==> src/rtl/mem_stage.sv <==
// ---------------------------------------------------------------------------
// mem_stage -- memory-access pipeline stage (execute -> memory -> writeback)
//
// Purpose
//   Latches the execute-stage bus, captures the synchronous data-SRAM read
//   data (holding it while writeback stalls), aligns and extends load data,
//   forwards results / exception / ertn status upstream and presents a packed
//   bus to writeback.
//
// Ports
//   clk, resetn        clock, synchronous active-low reset
//   EXE_to_MEM_BUS     execute-stage bus (IN_LEN bits)
//   EXE_to_MEM_valid   upstream valid
//   MEM_allowin        this stage can accept a new entry
//   WB_allowin         writeback can accept
//   MEM_to_WB_valid    valid towards writeback
//   MEM_to_WB_BUS      packed bus to writeback (OUT_LEN bits)
//   MEM_RF_BUS         forwarding bus to decode (FWD_LEN bits)
//   data_sram_rdata    SRAM read data, valid the cycle after the request
//   mem_ex, mem_ertn   exception / ertn present in this stage
//   ertn_flush, wb_ex  flushes from writeback
//   perf_ld_cnt        retired loads (0 unless MEM_PERF_CNT_EN)
//   perf_stall_cnt     stalled cycles holding a load (0 unless MEM_PERF_CNT_EN)
//
// Configuration
//   MEM_PERF_CNT_EN    define to build the two performance counters
// ---------------------------------------------------------------------------
module mem_stage #(
    parameter int IN_LEN  = 205,
    parameter int OUT_LEN = 166,
    parameter int FWD_LEN = 54
) (
    input  logic               clk,
    input  logic               resetn,
    input  logic [IN_LEN-1:0]  EXE_to_MEM_BUS,
    input  logic               EXE_to_MEM_valid,
    output logic               MEM_allowin,
    input  logic               WB_allowin,
    output logic               MEM_to_WB_valid,
    output logic [OUT_LEN-1:0] MEM_to_WB_BUS,
    output logic [FWD_LEN-1:0] MEM_RF_BUS,
    input  logic [31:0]        data_sram_rdata,
    output logic               mem_ex,
    output logic               mem_ertn,
    input  logic               ertn_flush,
    input  logic               wb_ex,
    output logic [31:0]        perf_ld_cnt,
    output logic [31:0]        perf_stall_cnt
);

    logic              mem_valid_q, mem_valid_d;
    logic [IN_LEN-1:0] bus_q, bus_d;
    logic              first_q, first_d;
    logic              hold_vld_q, hold_vld_d;
    logic [31:0]       rdata_hold_q, rdata_hold_d;

    logic        flush, entry;
    logic [31:0] rdata, load_value, final_result;

    // Fields of the latched execute bus
    logic [31:0] pc, exe_result, st_data, csr_wvalue, csr_wmask;
    logic [13:0] csr_num;
    logic [14:0] ex_code;
    logic [4:0]  dest, load_op;
    logic        gr_we, mem_en, rfrom_mem, csr_we, ex, inst_ertn;

    assign {pc, gr_we, dest, exe_result, st_data, mem_en, load_op, rfrom_mem,
            csr_num, csr_we, csr_wvalue, csr_wmask, ex, ex_code, inst_ertn} = bus_q;

    // Store data and the request enable were consumed by the execute stage.
    logic unused_fields;
    assign unused_fields = ^{st_data, mem_en};

    // Select and extend the addressed byte/half; halfword ignores a[0].
    function automatic logic [31:0] load_align(input logic [31:0] rd,
                                               input logic [1:0]  a,
                                               input logic [4:0]  op);
        logic [31:0] sh;
        logic [15:0] half;
        sh   = rd >> {a, 3'b000};
        half = a[1] ? rd[31:16] : rd[15:0];
        if (op[4])      return {{24{sh[7]}}, sh[7:0]};
        else if (op[1]) return {24'h0, sh[7:0]};
        else if (op[3]) return {{16{half[15]}}, half};
        else if (op[0]) return {16'h0, half};
        else            return rd;
    endfunction

    assign flush           = ertn_flush | wb_ex;
    assign MEM_allowin     = ~mem_valid_q | WB_allowin;
    assign MEM_to_WB_valid = mem_valid_q;
    assign entry           = EXE_to_MEM_valid & MEM_allowin;

    always_comb begin
        mem_valid_d  = mem_valid_q;
        bus_d        = bus_q;
        first_d      = entry;
        hold_vld_d   = hold_vld_q;
        rdata_hold_d = rdata_hold_q;
        if (flush)
            mem_valid_d = 1'b0;
        else if (MEM_allowin)
            mem_valid_d = EXE_to_MEM_valid;
        // The bus still loads under a flush; MEM_valid keeps it harmless.
        if (entry)
            bus_d = EXE_to_MEM_BUS;
        // SRAM data is only live in the first cycle; capture it if WB stalls.
        // A new entry drops the hold so it can never leak into a younger load.
        if (entry | flush)
            hold_vld_d = 1'b0;
        else if (first_q & mem_valid_q & ~WB_allowin) begin
            hold_vld_d   = 1'b1;
            rdata_hold_d = data_sram_rdata;
        end
    end

    always_ff @(posedge clk) begin
        if (!resetn) begin
            mem_valid_q <= 1'b0;
            bus_q       <= '0;
            first_q     <= 1'b0;
            hold_vld_q  <= 1'b0;
        end else begin
            mem_valid_q <= mem_valid_d;
            bus_q       <= bus_d;
            first_q     <= first_d;
            hold_vld_q  <= hold_vld_d;
        end
    end

    always_ff @(posedge clk) begin
        rdata_hold_q <= rdata_hold_d;
    end

    assign rdata        = hold_vld_q ? rdata_hold_q : data_sram_rdata;
    assign load_value   = load_align(rdata, exe_result[1:0], load_op);
    assign final_result = rfrom_mem ? load_value : exe_result;

    assign mem_ex   = mem_valid_q & ex;
    assign mem_ertn = mem_valid_q & inst_ertn;

    assign MEM_to_WB_BUS = {pc, gr_we, dest, final_result, csr_num, csr_we,
                            csr_wvalue, csr_wmask, ex, ex_code, inst_ertn};
    assign MEM_RF_BUS    = {dest & {5{gr_we & mem_valid_q}}, rfrom_mem, final_result,
                            mem_valid_q, csr_we, csr_num};

`ifdef MEM_PERF_CNT_EN
    logic [31:0] ld_cnt_q, stall_cnt_q;

    always_ff @(posedge clk) begin
        if (!resetn) begin
            ld_cnt_q    <= 32'h0;
            stall_cnt_q <= 32'h0;
        end else begin
            if (mem_valid_q & rfrom_mem & ~ex & WB_allowin)
                ld_cnt_q <= ld_cnt_q + 32'd1;
            if (mem_valid_q & rfrom_mem & ~WB_allowin)
                stall_cnt_q <= stall_cnt_q + 32'd1;
        end
    end

    assign perf_ld_cnt    = ld_cnt_q;
    assign perf_stall_cnt = stall_cnt_q;
`else
    assign perf_ld_cnt    = 32'h0;
    assign perf_stall_cnt = 32'h0;
`endif

endmodule

==> config.mk <==
export PLATFORM = sky130hd
export DESIGN_NAME = mem_stage
export DESIGN_NICKNAME = d
export VERILOG_FILES = /design/src/rtl/mem_stage.sv
export SDC_FILE = /design/constraint.sdc
export NUM_CORES = 1
export LEC_CHECK = 0
export ABC_CLOCK_PERIOD_IN_PS = 4500
export BUFFER_PORTS_ARGS = -buffer_cell sky130_fd_sc_hd__buf_2
export CORE_AREA = 2 2 205 207
export CTS_BUF_LIST = sky130_fd_sc_hd__clkbuf_2
export CTS_CLUSTER_SIZE = 24
export DETAILED_ROUTE_END_ITERATION = 10
export DIE_AREA = 0 0 207 209
export PLACE_DENSITY_LB_ADDON = 0.15
export SLEW_MARGIN = 25
export SYNTH_ARGS = -nofsm -noshare
export SYNTH_HDL_FRONTEND = slang
export SYNTH_SLANG_ARGS = --single-unit
==> constraint.sdc <==
create_clock -name clk -period 4.5 [get_ports clk]
set_input_delay 0.45 -clock clk [delete_from_list [all_inputs] [get_ports clk]]
set_output_delay 0.45 -clock clk [all_outputs]
set_load 0.01 [all_outputs]
==> results.cfg <==
[outcome]
status = completed

[critical_path]
r2r-start = MEM_to_WB_valid
worstPathCellList = buf_4, clkinv_1, a221oi_1, a32oi_2, o22a_1, buf_2
criticalPathCategory = flip-flop to output port
reg2reg_slack_ps = 1440
reg2reg_to = bus_q[70]
critPathBufInv = 3
worstSetupStartpointType = flip-flop
crit_required_ps = 4050
cp_max_fo = 30
critPathSlowestCell = clkinv_1
arrival_ps = 3530
slowest_delay_ps = 570
endpoint_kind = output port
crit_family = compound AO/OA/AOI/OAI gates
reg2regPathDepth = 7

[worst_hold_path]
holdPathEnd = bus_q[77]
min_path_type = input port to flip-flop
min_from = resetn
whs_path_depth = 2

[cells_and_area]
area_growth_pct = 46.4
final_cell_mix = buf_2 (431), nand2_1 (359), dlygate4sd3_1 (345), dfxtp_1 (173), a21boi_0 (171)
finalInstanceArea_sq_mm = 0.0157
mostFrequentLayoutCell = buf_2
drive_gt1_share_pct = 30.1
final_nets = 2060
final_util_pct = 38.1

[grt]
grt_use_met3_pct = 4.19
grt_pass1_vias = 10600
met1_usage_pct = 19.9
met2_usage_pct = 27.8
grtUsageTotal_pct = 16.5
antenna_found_initial = 2
top_usage_layer = met2
grt_max_degree = 90
grt_pass1_wl_um = 57300
grt_overflow = 0

[detailed_routing]
wl_per_cell_um = 15.2
wl_um = 36600
drc = 0
vias_per_cell = 4.22
drtIter0Drc = 346
dr.pass1.iters = 4
route.antenna.remaining_nets = 0
num_vias = 10100

[synth]
yosysWarningCount = 0
async_flop_share_pct = 0
synth-main-ff-cell = dfxtp_1
synthTopCellsByArea = dfxtp_1 (32%), buf_4 (17%), nand2_1 (13%)
netlist_instances = 1227
synth_seq_area_share_pct = 41.4
synth_top_area_share_pct = 32.4
synth_seq_cells = 206
yosys.area.top_type = dfxtp_1
synth_edf_count = 32
synth.avg_cell_area_sq_um = 8.75
ys_types = 39
synth.cell_area_sq_mm = 0.0107

[sta]
fin_skew_ps = 109
slew_headroom_pct = 33.9
min_period_ps = 3980
rsz0062_at_grt = no
tightest_slew_ps = 992
fmax_ghz = 0.251
hold_viol_final = 0
period_share_pct = 88.5
drv_slew = 0
setup_viol = 0
whs_ps = 184
setup_tns_ps = 0

[power]
p_leak_nw = 7.32
power-per-cell-area_mw_per_mm2 = 275
peakVddDrop_v = 0.000152

[place]
hpwlAfterDp_um = 23900
globalplace.congestion = 0.775
dpl-instance-area_sq_mm = 0.0118
portBuffers = 432

[floorplan]
fp-row-count = 75
die_w_um = 207
die_y_um = 209
ios = 531
initial_core_util_pct = 26.0
coreArea_sq_mm = 0.0413
dieArea_sq_mm = 0.0433

[cts]
clkSinkCount = 206
cts_max_level = 2
clockBufferDepth = 3
post_cts_buffers = 0
clock_latency_ps = 1030
tritoncts = done
numCtsBuffers = 60
path_clk_slew_ps = 100
cts_root_buffer = clkbuf_2
cts_resized = 0

[job]
cap_violations = 0
==> flip-flops by register name, summed over array words and instances (netlist names) <==
register and cells:
first_q 1, MEM_to_WB_valid 1, rdata_hold_q 32, bus_q 171
hold_vld_q 1
==> cells in the mapped netlist, drive strengths merged, types with 2 or more instances <==
cell     number
nor2b         2
nor2         23
a221o         8
buf         272
inv           2
mux4         14
mux2i        28
o22a         16
clkbuf       51
o2bb2ai       6
nand2b        6
nand2       360
edfxtp       32
mux2         10
clkinv        2
a21oi         3
and3          7
dfxtp       174
and2          9
a21boi      171
a311oi        6
o21ai        15
==> how the worst max path moves through the flow <==
| stage | cells past startpoint | to | startpoint | slack, ps |
|---|---|---|---|---|
| 2_1_floorplan | 3 | rdata_hold_q[0] | MEM_to_WB_valid | 1080 |
| 3_3_place_gp | 6 | MEM_to_WB_BUS[127] | bus_q[96] | 1530 |
| 3_5_place_dp | 6 | MEM_to_WB_BUS[115] | bus_q[96] | 1510 |
| 4_1_cts | 6 | MEM_to_WB_BUS[115] | bus_q[96] | 340 |
| 5_1_grt | 6 | MEM_to_WB_BUS[127] | bus_q[96] | 220 |
| 6_report | 6 | MEM_RF_BUS[47] | bus_q[96] | 520 |
==> through the flow <==
stage,instances,setup WS (ps),total power (W)
after floorplan,1290,1080,0.00258
after global placement,1949,1530,0.00273
after detailed placement,1949,1510,0.00273
after CTS,2397,339,0.00444
after global routing,2398,217,0.00463
final,2399,516,0.00433
==> logic make-up after synthesis <==
| kind of cell | Yosys count | synth area share (%) |
|---|---|---|
| simple gates | 412 | 15.1 |
| buf+inv | 327 | 20.5 |
| compound gates | 229 | 16.2 |
| flops | 206 | 41.4 |
| mux | 52 | 6.70 |
| other cells | 1 | 0.0349 |
==> final cells by class <==
type                       count  area [sq um]
timing repair buffer         788          5740
tap                          539           674
fill                        4358         25600
inverter                       4          15.0
antenna                        2          5.00
sequential                   206          4450
clock buffer                  83           415
multi-input combinational    757          4340
clock inverter                20          87.6
==> power by group <==
group / internal (W) / total (W) / switching [W]
sequential: 0.00195 / 0.00201 / 0.0000543
combinational: 0.000477 / 0.000919 / 0.000442
clock: 0.000506 / 0.00140 / 0.000895
total: 0.00294 / 0.00433 / 0.00139
==> metal layers <==
| layer | routed length [um] | share of wire (%) |
|---|---|---|
| met1 | 15500 | 43 |
| met2 | 17400 | 48 |
| met3 | 2350 | 6.4 |
| met4 | 1250 | 3.4 |
| met5 | 0 | 0 |
==> timing repair <==
| action | CTS | global route |
|---|---|---|
| hold buffers | 345 | 0 |
| hold endpoints to repair | 238 | 0 |
| endpoints found under the setup margin | 0 | 0 |
Power figures use the tool's default switching activity.
